**src/rtl/div_unit.sv**
```systemverilog
// rtl/div_unit.sv - multi-cycle RV32M divide/remainder unit
//
// Purpose: 32-iteration restoring divider for DIV/DIVU/REM/REMU with a fixed
// 34-cycle latency from start to the result pulse, plus a combinational stall
// request for the pipeline control block.
//
// Ports:
//   clk          clock, all state changes on the rising edge
//   rst_n        synchronous active-low reset
//   start_i      request strobe, sampled only in IDLE
//   op_i         funct3[1:0]: 00 DIV, 01 DIVU, 10 REM, 11 REMU
//   dividend_i   rs1 value
//   divisor_i    rs2 value
//   reg_waddr_i  destination register
//   result_o     quotient or remainder, valid while ready_o=1
//   reg_waddr_o  destination captured at start
//   ready_o      one-cycle completion pulse
//   busy_o       high whenever the unit is not IDLE
//   hold_flag_o  stall request to pipeline control
module div_unit #(
  parameter int XLEN = 32
) (
  input  logic            clk,
  input  logic            rst_n,
  input  logic            start_i,
  input  logic [1:0]      op_i,
  input  logic [XLEN-1:0] dividend_i,
  input  logic [XLEN-1:0] divisor_i,
  input  logic [4:0]      reg_waddr_i,
  output logic [XLEN-1:0] result_o,
  output logic [4:0]      reg_waddr_o,
  output logic            ready_o,
  output logic            busy_o,
  output logic            hold_flag_o
);

  localparam logic [1:0] S_IDLE = 2'd0;
  localparam logic [1:0] S_CALC = 2'd1;
  localparam logic [1:0] S_END  = 2'd2;

  logic [1:0]      state_q, state_d;
  logic [4:0]      cnt_q, cnt_d;
  logic [1:0]      op_q, op_d;
  logic [4:0]      waddr_q, waddr_d;
  logic [XLEN-1:0] quo_q, quo_d;     // holds |dividend|, shifted out as quotient bits shift in
  logic [XLEN-1:0] rem_q, rem_d;
  logic [XLEN-1:0] dvs_q, dvs_d;
  logic            neg_q_q, neg_q_d; // negate quotient
  logic            neg_r_q, neg_r_d; // negate remainder
  logic [XLEN-1:0] result_q, result_d;
  logic            ready_q, ready_d;

  logic            is_signed;
  logic [XLEN-1:0] abs_dvd, abs_dvs;
  logic [XLEN:0]   trial, diff;
  logic            ge;
  logic [XLEN-1:0] quo_fix, rem_fix;

  assign is_signed = ~op_i[0];
  assign abs_dvd   = (is_signed && dividend_i[XLEN-1]) ? (~dividend_i + 1'b1) : dividend_i;
  assign abs_dvs   = (is_signed && divisor_i[XLEN-1])  ? (~divisor_i + 1'b1)  : divisor_i;

  assign trial = {rem_q, quo_q[XLEN-1]};
  assign ge    = trial >= {1'b0, dvs_q};
  assign diff  = trial - {1'b0, dvs_q};

  assign quo_fix = neg_q_q ? (~quo_q + 1'b1) : quo_q;
  assign rem_fix = neg_r_q ? (~rem_q + 1'b1) : rem_q;

  always_comb begin
    state_d  = state_q;
    cnt_d    = cnt_q;
    op_d     = op_q;
    waddr_d  = waddr_q;
    quo_d    = quo_q;
    rem_d    = rem_q;
    dvs_d    = dvs_q;
    neg_q_d  = neg_q_q;
    neg_r_d  = neg_r_q;
    result_d = result_q;
    ready_d  = 1'b0;
    case (state_q)
      S_IDLE: begin
        if (start_i) begin
          state_d = S_CALC;
          cnt_d   = 5'd0;
          op_d    = op_i;
          waddr_d = reg_waddr_i;
          quo_d   = abs_dvd;
          rem_d   = '0;
          dvs_d   = abs_dvs;
          neg_q_d = is_signed & (dividend_i[XLEN-1] ^ divisor_i[XLEN-1]);
          neg_r_d = is_signed & dividend_i[XLEN-1];
        end
      end
      S_CALC: begin
        rem_d = ge ? diff[XLEN-1:0] : trial[XLEN-1:0];
        quo_d = {quo_q[XLEN-2:0], ge};
        cnt_d = cnt_q + 5'd1;
        if (cnt_q == 5'd31) state_d = S_END;
      end
      S_END: begin
        // Divide by zero: every trial succeeds, so the remainder ends up as
        // |dividend| and the sign fix restores the original dividend; only
        // the quotient needs an explicit override. Signed overflow
        // (0x80000000 / -1) yields 0x80000000 / 0 from the normal path.
        if (!op_q[1]) result_d = (dvs_q == '0) ? '1 : quo_fix;
        else          result_d = rem_fix;
        ready_d = 1'b1;
        state_d = S_IDLE;
      end
      default: state_d = S_IDLE;
    endcase
  end

  always_ff @(posedge clk) begin
    if (!rst_n) begin
      state_q  <= S_IDLE;
      cnt_q    <= '0;
      op_q     <= '0;
      waddr_q  <= '0;
      quo_q    <= '0;
      rem_q    <= '0;
      dvs_q    <= '0;
      neg_q_q  <= 1'b0;
      neg_r_q  <= 1'b0;
      result_q <= '0;
      ready_q  <= 1'b0;
    end else begin
      state_q  <= state_d;
      cnt_q    <= cnt_d;
      op_q     <= op_d;
      waddr_q  <= waddr_d;
      quo_q    <= quo_d;
      rem_q    <= rem_d;
      dvs_q    <= dvs_d;
      neg_q_q  <= neg_q_d;
      neg_r_q  <= neg_r_d;
      result_q <= result_d;
      ready_q  <= ready_d;
    end
  end

  // reg_waddr_o follows the destination latched at start only once the
  // result is produced, so it stays stable while busy.
  logic [4:0] waddr_out_q;
  always_ff @(posedge clk) begin
    if (!rst_n)              waddr_out_q <= '0;
    else if (state_q == S_END) waddr_out_q <= waddr_q;
  end

  assign result_o    = result_q;
  assign reg_waddr_o = waddr_out_q;
  assign ready_o     = ready_q;
  assign busy_o      = (state_q != S_IDLE);
  assign hold_flag_o = rst_n & ((start_i & (state_q == S_IDLE)) | busy_o);

endmodule
```
**config.mk**
```make
export PLATFORM = sky130hd
export DESIGN_NAME = div_unit
export DESIGN_NICKNAME = d
export VERILOG_FILES = /design/src/rtl/div_unit.sv
export SDC_FILE = /design/constraint.sdc
export NUM_CORES = 1
export LEC_CHECK = 0
export BUFFER_PORTS_ARGS = -buffer_cell sky130_fd_sc_hd__buf_2
export CAP_MARGIN = 20
export CORE_ASPECT_RATIO = 2
export CORE_MARGIN = 4
export CORE_UTILIZATION = 40
export CTS_CLUSTER_DIAMETER = 100
export CTS_CLUSTER_SIZE = 20
export DETAILED_ROUTE_END_ITERATION = 7
export GPL_TIMING_DRIVEN = 0
export HOLD_SLACK_MARGIN = 0.03
export PLACE_DENSITY = 0.57
export SETUP_SLACK_MARGIN = 0.5
export SYNTH_ARGS = -nofsm -noshare
export SYNTH_HDL_FRONTEND = slang
export SYNTH_SLANG_ARGS = --single-unit
```
**constraint.sdc**
```tcl
create_clock -name clk -period 4.2 [get_ports clk]
set_input_delay 0.63 -clock clk [delete_from_list [all_inputs] [get_ports clk]]
set_output_delay 0.63 -clock clk [all_outputs]
set_load 0.03 [all_outputs]
```
Word level (Yosys, flattened, before mapping)

Index checks and enable logic that the tools add are counted.

Input port bits: 74
Register bits: 150
Output and inout bits: 40
Word-level logic and storage cells: 61

Order comparisons: 1
Bitwise gates (word level): 11
Eq/ne operators: 5
Add/sub/neg operators: 6
Reduce and logical (&&, ||, !) cells: 9
Mux-type cells: 17

Operators by type and width:

| kind                    | number |
|---|---|
| $mux W32                | 9 |
| $add A32 B1 Y32 const B | 4 |
| $not A32 Y32            | 4 |
| $pmux W32 S2            | 2 |
| $ge A33 B32 Y1          | 1 |
| $logic_not A32 Y1       | 1 |
| $sub A32 B32 Y32        | 1 |
| $pmux W5 S2             | 1 |
| $reduce_and A2 Y1       | 3 |
| $add A5 B1 Y5 const B   | 1 |
| $eq A5 B5 Y1 const B    | 1 |
| $mux W5                 | 1 |
| $and A1 B1 Y1           | 4 |
| $mux W2                 | 2 |
| $ne A2 B2 Y1 const B    | 2 |
| $pmux W2 S2             | 1 |
| $reduce_bool A2 Y1      | 2 |
| $eq A2 B1 Y1 const B    | 1 |
| $eq A2 B2 Y1 const B    | 1 |
| $logic_and A1 B1 Y1     | 2 |
| $logic_not A2 Y1        | 1 |
| $mux W1                 | 1 |
| $not A1 Y1              | 1 |
| $or A1 B1 Y1            | 1 |
| $xor A1 B1 Y1           | 1 |

Logic depth before layout (Yosys ltp)

Word-level depth: 5
Depth in mapped cells: 13
Depth with buffers taken out: 13

Worst setup path before layout

OpenSTA, ideal clock, no wires.

Path kind: register to register
Start: register dvs_q[1]
End: register rem_q[25]
Path buffers: 1
Required time: 4072 ps
Slack: 1157 ps
Library setup time: 128 ps
Arrival: 2915 ps
Stages on the path, launching flop included: 13
Clock period less this slack: 3043 ps
Cell sequence: dfxtp_1 inv_1 ha_1 nor2b_1 o31a_1 o31a_1 a2111o_1 a31oi_1 o41ai_2 a21oi_4 buf_2 mux2i_1 o21ai_0

Cells in the longest elaborated chain, start to end: 3
Elaborated cells between the ends (all ways): 4
Those cells by class: add/sub (1); order compare (1); mux (2)

RTL lines:

| what                                                      | line   | text |
|---|---|---|
| start, declared                                           | 47     | `logic [XLEN-1:0] dvs_q, dvs_d;` |
| start signal, assigned                                    | 136    | `dvs_q <= dvs_d;` |
| $sub A32 B32 Y32 / $ge A33 B32 Y1 (equally long branches) | 65, 64 |  |
| $mux W32 (*)                                              | 97     | `rem_d = ge ? diff[XLEN-1:0] : trial[XLEN-1:0];` |
| $pmux W32 S2 (*)                                          | 82     | `case (state_q)` |
| end signal, assigned                                      | 135    | `rem_q <= rem_d;` |
| end, declared                                             | 46     | `logic [XLEN-1:0] rem_q, rem_d;` |

Every way passes the cells marked *; elsewhere a longest branch is shown, timed or not.
A chain may end at the register's enable or synchronous reset.

Final worst setup path

Start: register dvs_q[6]
End: register rem_q[15]

Same word-level chain as after synthesis.

==> flow_summary_export.csv <==
group,metric,value,unit
place,pre_cts_ws,367,ps
cells_and_area,num_antenna_cells,0,
cells_and_area,nets,1559,
yosys,syn_inst,1310,
grt,grt_max_degree,17,
place,gp_congestion,0.911,
clocking,cts_tree,"yes",
detailed_routing,drt_iter0_drc,602,
yosys,synth_fp_nets,1423,
cells_and_area,mostFrequentLayoutCell,"dfxtp_1",
clocking,cts.sinks,149,
yosys,synth_seq_cells,149,
worst_setup_path,setup.worst_path.start,"dvs_q[6]",
sta,maxSlewViolCount,0,
sta,setup_tns,0,ps
sta,worst_slew_pin_slew,797,ps
sta,rsz0062_at_grt,"no",
detailed_routing,viasPerCell,5.69,
yosys,ys_warn_count,0,
sta,finalHoldViolCount,0,
detailed_routing,drc_errors,0,
die,core,0.0250,mm^2
status,status,"finished, final reports clean",
sta,skew,6.00,ps
power_and_ir_drop,ir_worst_vdd,639,uV
worst_setup_path,crit_path_end,"rem_q[15]",
yosys,synth_edf_count,0,
detailed_routing,wire_per_inst,20.2,um
die,pin_count,114,
sta,maxSlewHeadroom,46.5,%
place,place_area,0.0112,mm^2
clocking,htree_levels,4,
worst_setup_path,crit_required,4530,ps
worst_setup_path,r2r_slack,630,ps
die,dieArea,0.0282,mm^2
die,start_util,40.6,%
cells_and_area,fillers,2651,
sta,fin_crit,3570,ps
power_and_ir_drop,p_leak,4.92,nW
detailed_routing,via_count,10200,
cells_and_area,multi_input_area,0.00672,mm^2
grt,gr-usage-all-layers,25.4,%
place,dp_hpwl,29200,um
worst_setup_path,end_kind,"flop",
power_and_ir_drop,pwr_density_cell,737,mW/mm^2
worst_setup_path,crit_type,"reg -> reg",
die,die_w,121,um
grt,antenna_found_initial,0,
clocking,cts_buffers,17,
worst_setup_path,cp-start-kind,"flop",
yosys,synth_area,0.0102,mm^2
sta,finalCritPeriodShare,85.0,%
worst_setup_path,r2r_end,"rem_q[15]",
grt,grt_pass1_vias,10200,
worst_setup_path,r2r_cells,12,
yosys,seq_area_frac_synth,29.3,%
place,placedCellCount,1758,
yosys,yosys.area.top_type,"dfxtp_1",
clocking,clk_latency,450,ps
yosys,async_reset_ff_share,0,%
place,port_buffers,112,
yosys,synth_top_cell_area_share,29.3,%
cells_and_area,drive_above_1_share,12.3,%
clocking,cts.clk_slew.worst_paths,70,ps
cells_and_area,final_cell_area,0.0118,mm^2
sta,fin_ws,629,ps
cells_and_area,seq_area,0.00298,mm^2
worst_setup_path,arrival,3900,ps
detailed_routing,drtAntennaViolNets,0,
cells_and_area,mostFrequentLayoutCells,"149 x dfxtp_1, 142 x nand2_1, 123 x a21oi_1",
worst_hold_path,min_path_type,"in -> reg",
die,die_h,234,um
sta,setup_viol,0,
sta,max_freq,280,MHz
yosys,syn_area_per_cell,7.76,um^2
cells_and_area,syn_to_final_growth,15.8,%
yosys,synthTopCellsByArea,"dfxtp_1 29%, xor2_1 7.6%, a21oi_1 6.1%, nand2_1 5.2%, ha_1 4.7%",
grt,gr-total-overflow,0,
worst_setup_path,crit_fanout,10,
die,rows,82,
yosys,synth.distinct_cells,69,
detailed_routing,wirelength,36200,um
yosys,synth_flop_cell,"dfxtp_1",
clocking,clockBufferDepth,2,
run,drv_cap,0,
clocking,root_buffer,"clkbuf_16",
cells_and_area,instances_no_fill,1795,
detailed_routing,first_pass_iters,5,
grt,grt_pass1_wl,55200,um
worst_setup_path,rr_startpoint,"dvs_q[6]",
worst min-delay path by stage:
| stage | startpoint | to | slack (ps) | cells past startpoint |
|---|---|---|---|---|
| after floorplan | waddr_q[0] | reg_waddr_o[0] | 430 | 2 |
| after global placement | waddr_q[4] | reg_waddr_o[4] | 440 | 2 |
| after detailed placement | waddr_q[1] | reg_waddr_o[1] | 440 | 2 |
| after CTS | reg_waddr_i[2] | waddr_q[2] | 400 | 3 |
| after global routing | reg_waddr_i[4] | waddr_q[4] | 420 | 3 |
| final | reg_waddr_i[2] | waddr_q[2] | 420 | 3 |
critical path: stages, from the launching register on:
cell	delay [ps]
dfxtp_1	470
inv_1	70
ha_1	370
a21oi_1	220
o21ai_1	150
a221o_1	390
a2111o_1	430
a31oi_4	260
o41ai_4	170
a21oi_4	290
buf_4	280
mux2i_1	240
o21ai_0	90
timing repair:
item	in CTS	in global routing
hold buffers	0	0
pin swaps	1	1
gates cloned	0	1
setup endpoints to repair	28	32
buffers inserted	3	0
endpoints found under the hold margin	0	0
resized for setup	2	5
metal layers:
layer | wire length [um] | up-vias | part of all wire, % | GRT usage (%)
met5 | 0 | - | 0 | 0
met3 | 903 | 82 | 2.5 | 3.27
met1 | 12700 | 4871 | 35 | 23.9
met2 | 20500 | 231 | 57 | 50.3
li1 | - | 5038 | - | -
met4 | 2090 | 0 | 5.8 | 15.8
state kept, by name (all words and copies together), names as in the netlist:
signal and flops:
result_o 32, state_q 2, cnt_q 5, waddr_q 5, op_q 1, reg_waddr_o 5, quo_q 32, neg_q_q 1
neg_r_q 1, dvs_q 32, rem_q 32, ready_o 1
metrics by stage:
step | hold slack [ps] | total power, mW | util, %
after floorplan | 432 | 5.69 | -
after global placement | 439 | 6.91 | 44.5
after detailed placement | 443 | 6.94 | 44.5
after CTS | 401 | 8.52 | 46.9
after global routing | 416 | 9.24 | 47.1
final | 417 | 8.68 | 47.1
power by group:
| part | switching (mW) | internal, mW |
|---|---|---|
| registers | 0.339 | 1.60 |
| logic | 3.02 | 2.26 |
| clock network | 0.692 | 0.772 |
| total | 4.05 | 4.63 |
cell type report:
| cell class | count | share of cell area, % |
|---|---|---|
| Timing Repair Buffer | 116 | 4.99 |
| Clock buffer | 18 | 3.64 |
| Clock inverter | 14 | 0.998 |
| Buffer | 76 | 2.63 |
| Multi-Input combinational cell | 1030 | 57.1 |
| Sequential cell | 149 | 25.3 |
| Inverter | 56 | 1.78 |
| Tap cell | 336 | 3.57 |
logic make-up after synthesis:
logic type	share of synthesized area, %
and+or+nand+nor	20.0
DFF	29.3
buffers and inverters	5.09
xor gates and xnor gates	11.6
adders and majority gates	4.87
AOI/OAI and AO/OA	26.3
muxes	2.79
Yosys cell counts, types with 17 or more instances:
master and number:
dfxtp_1 149, nand2_1 142, a21oi_1 123, nor2_1 112
xor2_1 88, o21ai_0 83, clkbuf_1 62, inv_1 55
xnor2_1 47, ha_1 38, a221oi_1 34, a211oi_1 29
o31ai_1 28, a22oi_1 26, mux2i_1 25, nand3_1 22
a21o_1 21, nor3_1 18, nor4_1 18, nand2b_1 17
(Power assumes the default switching activity.)
